### src/rtl/imem_arbiter.sv
// rtl/imem_arbiter.sv - single-port instruction SRAM arbiter for fetch and loader
package riscv_pkg;
    localparam int XLEN = 32;
endpackage

module imem_arbiter
    import riscv_pkg::*;
#(
    parameter int DEPTH = 2048,
    localparam int AW = $clog2(DEPTH)
) (
    input  logic            clk_i,
    input  logic            rst_ni,
    input  logic            ldr_mode_i,
    input  logic            f_req_i,
    input  logic [XLEN-1:0] f_addr_i,
    input  logic            f_flush_i,
    output logic            f_gnt_o,
    output logic            f_rvalid_o,
    output logic [XLEN-1:0] f_rdata_o,
    output logic            f_err_o,
    input  logic            l_req_i,
    input  logic            l_we_i,
    input  logic [XLEN-1:0] l_addr_i,
    input  logic [XLEN-1:0] l_wdata_i,
    output logic            l_gnt_o,
    output logic            l_rvalid_o,
    output logic            l_err_o,
    output logic [XLEN-1:0] l_rdata_o,
    output logic            mem_en_o,
    output logic            mem_we_o,
    output logic [AW-1:0]   mem_addr_o,
    output logic [XLEN-1:0] mem_wdata_o,
    input  logic [XLEN-1:0] mem_rdata_i,
    output logic            busy_o
);

    typedef enum logic [1:0] {OWN_NONE, OWN_FETCH, OWN_LOAD} owner_t;
    typedef enum logic {LW_FETCH, LW_LOAD} winner_t;

    owner_t          owner_q, owner_d;
    winner_t         last_q, last_d;
    logic            err_q, err_d;
    logic            we_q, we_d;
    logic            f_cand, pick_load, any_gnt, addr_err;
    logic [XLEN-1:0] win_addr;

    // Loader wins when it is the only candidate or fetch won last time.
    assign f_cand    = f_req_i && !ldr_mode_i;
    assign pick_load = l_req_i && (!f_cand || last_q == LW_FETCH);
    assign any_gnt   = f_cand || l_req_i;
    assign f_gnt_o   = f_cand && !pick_load;
    assign l_gnt_o   = pick_load;
    assign win_addr  = pick_load ? l_addr_i : f_addr_i;

    // DEPTH is a power of two, so any set bit above the byte range is out of range.
    assign addr_err = (win_addr[1:0] != 2'b00) || (|win_addr[XLEN-1:AW+2]);

    always_comb begin
        mem_en_o    = 1'b0;
        mem_we_o    = 1'b0;
        mem_addr_o  = '0;
        mem_wdata_o = '0;
        if (any_gnt && !addr_err) begin
            mem_en_o   = 1'b1;
            mem_addr_o = win_addr[AW+1:2];
            if (pick_load) begin
                mem_we_o    = l_we_i;
                mem_wdata_o = l_wdata_i;
            end
        end
    end

    always_ff @(posedge clk_i or negedge rst_ni) begin
        if (!rst_ni) begin
            owner_q <= OWN_NONE;
            last_q  <= LW_LOAD;
            err_q   <= 1'b0;
            we_q    <= 1'b0;
        end else begin
            owner_q <= owner_d;
            last_q  <= last_d;
            err_q   <= err_d;
            we_q    <= we_d;
        end
    end

    always_comb begin
        owner_d    = OWN_NONE;
        last_d     = last_q;
        err_d      = 1'b0;
        we_d       = 1'b0;
        f_rvalid_o = 1'b0;
        f_rdata_o  = '0;
        f_err_o    = 1'b0;
        l_rvalid_o = 1'b0;
        l_rdata_o  = '0;
        l_err_o    = 1'b0;

        if (f_gnt_o) begin
            owner_d = OWN_FETCH;
            last_d  = LW_FETCH;
            err_d   = addr_err;
        end else if (l_gnt_o) begin
            owner_d = OWN_LOAD;
            last_d  = LW_LOAD;
            err_d   = addr_err;
            we_d    = l_we_i;
        end

        // Responses belong to the previous cycle's winner.
        case (owner_q)
            OWN_FETCH: begin
                f_rvalid_o = !f_flush_i;
                f_rdata_o  = err_q ? '0 : mem_rdata_i;
                f_err_o    = err_q && !f_flush_i;
            end
            OWN_LOAD: begin
                l_rvalid_o = 1'b1;
                l_err_o    = err_q;
                l_rdata_o  = (err_q || we_q) ? '0 : mem_rdata_i;
            end
            default: ;
        endcase
    end

    assign busy_o = (owner_q != OWN_NONE);

endmodule

### config.mk
export PLATFORM = sky130hd
export DESIGN_NAME = imem_arbiter
export DESIGN_NICKNAME = d
export VERILOG_FILES = /design/src/rtl/imem_arbiter.sv
export SDC_FILE = /design/constraint.sdc
export NUM_CORES = 1
export LEC_CHECK = 0
export BUFFER_PORTS_ARGS = -buffer_cell sky130_fd_sc_hd__buf_2
export CORE_AREA = 3 3 96 98
export CTS_CLUSTER_DIAMETER = 60
export DETAILED_ROUTE_END_ITERATION = 10
export DIE_AREA = 0 0 99 101
export HOLD_SLACK_MARGIN = 0.02
export SYNTH_ARGS = -nofsm -noshare
export SYNTH_HDL_FRONTEND = slang
export SYNTH_SLANG_ARGS = --single-unit
### constraint.sdc
create_clock -name clk_i -period 1.69 [get_ports clk_i]
set_input_delay 0.169 -clock clk_i [delete_from_list [all_inputs] [get_ports clk_i]]
set_output_delay 0.169 -clock clk_i [all_outputs]
set_load 0.05 [all_outputs]
==> flow_summary.yaml, run 1 <==
status:
  outcome: "finished, violations left"
  violations: "setup timing"
yosys:
  syn_area_um2: 1280
  synth_top_family_by_area: "simple AND/OR/NAND/NOR gates"
  synthXorXnorAreaFrac_pct: 0
  synth.top_cells.by_count: "and2_1, nand2_1, clkbuf_1, a221oi_2, nor4_1"
  yosys.area_share.simple_pct: 69.8
  synth.most_common_cell: "and2_1"
  yosysWarnings: 0
  yosys-top-cells-area: "and2_1, a221oi_2, dfrtp_1, nand2_1, nor4_1"
  synthAdderAreaFrac_pct: 0
  synthDistinctLibCells: 27
  synth_area_per_cell_um2: 6.87
  synth_mux_area_share_pct: 0
  ys_async_sr_fraction_pct: 100
  synth.top_cell.area_share_pct: 48.4
  synth_edf_count: 0
  synth_top_area_cell: "and2_1"
  synthCells: 186
  synth_nets: 321
  synth-compound-area-share_pct: 12.4
  ys_seq_elements: 5
  ys_seq_area_share_pct: 9.88
  synthFlopType: "dfrtp_1"
detailed_routing:
  first_pass_iters: 4
  routedWlPerCell_um: 18.7
  vias: 2527
  via_per_inst: 4.44
  drt-initial-drc-count: 42
  post-route-drc-count: 0
  ant_nets: 0
  wirelength_mm: 10.7
layout:
  antenna_cells: 0
  fillCellCount: 749
  final_util_pct: 52.5
  drive_gt1_share_pct: 89.8
  syn2layout_area_growth_pct: 251
  register_area_um2: 126
  multi_input_area_um2: 1490
  final_nets: 597
floorplan:
  pin_count: 251
  rows: 34
  die_w_um: 99
  core_area_um2: 8550
  initial_core_util_pct: 15.0
  die_area_um2: 10000
  die_h_um: 101
global_routing:
  track_usage_pct: 17.8
  first_global_vias: 2578
  grt_pass1_wl_mm: 14.0
  antenna_found_initial: 0
  overflow: 0
  grt_max_degree: 33
placement:
  hpwl_mm: 7.07
  io_buffers: 250
  finalWeightedCongestion: 0.865
critical_path:
  crit_path_frequent_cell: "buf_6"
  crit_slowest_cell: "or3_4"
  reg2reg_setup_slack_ns: 0.13
  critical_path.max_fanout: 6
  critPathLaunchType: "flop"
  critPathMaxStageDelay_ns: 0.43
  worstPathArrival_ns: 1.91
  crit_chain: "nand3b_1 > nand2_4 > buf_6 > or3_4 > a221oi_4 > buf_6"
  crit_type: "reg2out"
  end_kind: "primary output"
  crit_required_ns: 1.52
sta:
  tns_ns: -17.00
  drv_slew: 0
  finalSetupViolCount: 99
  fmax_ghz: 0.481
  slew_headroom_pct: 81.5
  hold_violations: 0
  period_needed_ns: 2.08
  skew_ns: 0.000534
  setup_slack_ns: -0.391
  tightestPinTransition_ns: 0.276
  rsz0062_at_grt: "true"
  finalCritPeriodShare_pct: 123
pwr:
  pwr-share-clk_pct: 19.7
  power_frac_comb_pct: 67.4
  p_seq_share_pct: 12.9
  p_int_mw: 0.642
  power.switching_mw: 0.444
  power.density_nw_per_um2: 242
  p_leak_nw: 2.36
  ir_drop_mv: 0.154
  swShare_pct: 40.9
clocking:
  root_buffer: "clkbuf_8"
  clkTransAtPathRegs_ns: 0.03
  cts_tree: "built"
  numCtsBuffers: 3
  clockBufferDepth: 2
  cts_max_level: 1
  cts_sinks: 5
  clkLatencyLatePin_ns: 0.22
flow_run:
  drv_cap: 0
worst_hold_path:
  hold_class: "in2reg"
-- state kept, by name, summed over array words and instances (netlist names) --
name and cells:
err_q 1, owner_q 2, we_q 1, last_q 1
-- area by class of cell --
type                       instances  share of cell area, %
timing repair buffer             283                   59.6
multi-input combinational        166                   33.1
tap                              108                   3.01
sequential                         5                   2.81
clock buffer                       4                   1.00
inverter                           2                  0.251
timing repair inverter             1                  0.167
-- path summary, 6_finish.rpt --
check,start,to,cells after the start
max,last_q,mem_addr_o[2],6
min in group asynchronous,rst_ni,owner_q[1],2
min reg2reg,last_q,last_q,1
max in group asynchronous,rst_ni,last_q,2
min,l_we_i,we_q,2
max reg2reg,last_q,err_q,6
-- layer usage --
metal,vias to the layer above,global-route usage (%),part of all wire (%)
li1,1167,-,-
met1,1165,17.7,32
met2,173,36.2,56
met3,22,3.32,8.7
met4,0,6.51,3.1
met5,-,0,0
-- through the flow --
stage                     cell area [µm²]  cells  hold WS (ns)  total power, mW  setup slack (ns)
after global routing                 4490    569         0.216             1.14            -0.482
after floorplan                      1540    186        -0.127            0.438            -0.324
final                                4490    569         0.210             1.09            -0.391
after CTS                            4170    568         0.205             1.05            -0.379
after global placement               3140    544       -0.0172            0.670            -0.378
after detailed placement             3140    544       -0.0146            0.678            -0.420
-- what timing repair did --
item,CTS,global route
resized for setup,234,111
pin swaps,39,47
setup endpoints to repair,111,112
setup buffers,13,4
hold endpoints to repair,5,0
hold buffers,1,0
cloned,6,3
-- critical path, delay by kind of cell (launching register included) --
kind	cells	cell delay (ns)
simple gates	3	0.67
flops	1	0.36
buf+inv	2	0.33
compound gates	1	0.32
-- layout by cell type, fill, tap and decap left out, types with 3 or more instances in the layout --
master	Yosys	final
nand2_1	23	21
nor4_2	0	3
clkbuf_8	3	3
and2_1	99	3
buf_6	1	44
dfrtp_1	4	4
and2_4	0	73
buf_12	0	15
nor4_1	8	5
a221oi_4	0	9
buf_4	1	14
and2_2	0	23
buf_2	0	139
buf_8	0	68
-- power by group through the flow --
| stage | combinational (mW) | clock (mW) | sequential, mW |
|---|---|---|---|
| floorplan | 0.301 | 0 | 0.137 |
| global placement | 0.530 | 0 | 0.140 |
| detailed placement | 0.538 | 0 | 0.140 |
| CTS | 0.687 | 0.220 | 0.139 |
| global route | 0.770 | 0.230 | 0.141 |
| finish | 0.732 | 0.214 | 0.140 |
-- logic make-up after synthesis --
family	after synthesis
flip-flops	5
buffers and inverters	16
AO/OA/AOI/OAI	13
AND/OR/NAND/NOR	152
No activity file was read; power rests on OpenSTA's default activity.
==> inputs of run 2 (changes only) <==
--- a/config.mk
+++ b/config.mk
@@ -7,6 +7,7 @@
 export LEC_CHECK = 0
 export BUFFER_PORTS_ARGS = -buffer_cell sky130_fd_sc_hd__buf_2
 export CORE_AREA = 3 3 96 98
+export CTS_BUF_LIST = sky130_fd_sc_hd__clkbuf_8
 export CTS_CLUSTER_DIAMETER = 60
 export DETAILED_ROUTE_END_ITERATION = 10
 export DIE_AREA = 0 0 99 101
==> run 2 against run 1 <==
Sequential power about the same. The flow still finishes with violations (setup timing). Total power decreased by 0.52%. Critical path type unchanged. Clock skew about the same. Highest routed layer unchanged. First-iteration DRC count did not move. Largest power group unchanged.
==> flow_summary.yaml, run 2 (synthesized netlist as in run 1, its figures left out) <==
placement:
  place_inst: 544
  post_dp_cell_area_um2: 3140
  io_buffers: 250
  hpwl_mm: 7.07
  finalWeightedCongestion: 0.865
clocking:
  clockBufferDepth: 2
  root_buffer: "clkbuf_8"
  clkLatencyLatePin_ns: 0.22
  cts_tree: "built"
  cts_max_level: 1
  clkTransAtPathRegs_ns: 0.03
  numCtsBuffers: 3
  cts_sinks: 5
sta:
  tightestPinTransition_ns: 0.276
  finalSetupViolCount: 99
  skew_ns: 0.000122
  setup_slack_ns: -0.391
  whs_ns: 0.210
  hold_violations: 0
  drv_slew: 0
  slew_headroom_pct: 81.5
  period_needed_ns: 2.08
  fmax_ghz: 0.480
  rsz0062_at_grt: "true"
  tns_ns: -17.03
  finalCritPeriodShare_pct: 123
flow_run:
  drv_cap: 0
global_routing:
  antenna_found_initial: 0
  grt_max_degree: 33
  track_usage_pct: 17.8
  overflow: 0
  grt_pass1_wl_mm: 14.0
  first_global_vias: 2578
critical_path:
  critPathLaunchType: "flop"
  worstPathArrival_ns: 1.91
  reg2reg_to: "err_q"
  critPathMaxStageDelay_ns: 0.43
  timing.rr.start: "last_q"
  critical_path.max_fanout: 6
  crit_required_ns: 1.52
  crit_type: "reg2out"
  reg2reg_setup_slack_ns: 0.13
  crit_slowest_cell: "or3_4"
  crit_path_frequent_cell: "buf_6"
  end_kind: "primary output"
  reg2regPathDepth: 6
  crit_chain: "nand3b_1 > nand2_4 > buf_6 > or3_4 > a221oi_4 > buf_6"
layout:
  final_area_um2: 4490
  final_common_cell: "buf_2"
  syn2layout_area_growth_pct: 251
  final_cells: 569
  multi_input_area_um2: 1490
  final_nets: 597
  register_area_um2: 126
  antenna_cells: 0
  final_cell_mix: "buf_2, and2_4, buf_8"
  fillCellCount: 749
  largest_register_ffs: 2
  regMostFlops: "owner_q"
  drive_gt1_share_pct: 89.8
detailed_routing:
  wirelength_mm: 10.7
  routedWlPerCell_um: 18.7
  first_pass_iters: 4
  via_per_inst: 4.44
  drt-initial-drc-count: 42
  post-route-drc-count: 0
  vias: 2527
  ant_nets: 0
pwr:
  ir_drop_mv: 0.154
  p_total_mw: 1.08
  power.density_nw_per_um2: 241
  p_leak_nw: 2.36
floorplan:
  die_h_um: 101
  die_area_um2: 10000
  core_area_um2: 8550
  initial_core_util_pct: 15.0
  rows: 34
  pin_count: 251
  die_w_um: 99
worst_hold_path:
  hp-start: "l_we_i"
  min_path_cells: 2
  hold_class: "in2reg"
  hold_path_end: "we_q"
status:
  violations: "setup timing"
  outcome: "finished, violations left"
run 2: routing by layer:
metal | vias up | GRT usage, % | part of all wire (%)
li1 | 1167 | - | -
met1 | 1165 | 17.7 | 32
met2 | 173 | 36.2 | 56
met3 | 22 | 3.32 | 8.7
met4 | 0 | 6.51 | 3.1
met5 | - | 0 | 0
run 2: final cells by class:
type | instances | area share, %
timing repair inverter | 1 | 0.167
inverter | 2 | 0.251
multi-input combinational | 166 | 33.1
tap | 108 | 3.01
sequential | 5 | 2.81
clock inverter | 1 | 0.0836
clock buffer | 3 | 0.919
timing repair buffer | 283 | 59.6
run 2: metrics by stage:
stage,setup WS (ns),utilization (%)
6_report,-0.391,52.5
2_1_floorplan,-0.324,-
3_5_place_dp,-0.420,36.7
3_3_place_gp,-0.378,36.7
4_1_cts,-0.379,48.8
5_1_grt,-0.482,52.5
run 2: critical path: cells and delay by family, from the launching register on:
family                 cells  cell delay (ns)
flip-flops                 1             0.36
AO/OA/AOI/OAI              1             0.32
buffers and inverters      2             0.33
AND/OR/NAND/NOR            3             0.67
run 2: worst max-delay path by stage:
| stage | from | endpoint | slack (ns) | cells after the start |
|---|---|---|---|---|
| after global placement | l_addr_i[0] | mem_we_o | -0.38 | 7 |
| after global routing | l_addr_i[25] | mem_we_o | -0.48 | 7 |
| after floorplan | last_q | mem_addr_o[10] | -0.32 | 4 |
| final | last_q | mem_addr_o[2] | -0.39 | 6 |
| after CTS | last_q | mem_addr_o[4] | -0.38 | 7 |
| after detailed placement | l_addr_i[17] | mem_we_o | -0.42 | 7 |
run 2: repair_timing:
action,CTS,global route
setup endpoints to repair,111,112
buffers inserted,13,4
hold buffers,1,0
gates resized for setup,234,111
pin swaps,39,47
gates cloned,6,3
endpoints found under the hold margin,5,0
run 2: report_power, final:
part | switching (mW) | leakage, nW | internal (mW)
clock network | 0.0535 | 0.0269 | 0.155
logic | 0.382 | 2.28 | 0.350
registers | 0.00889 | 0.0601 | 0.131
total | 0.445 | 2.36 | 0.636
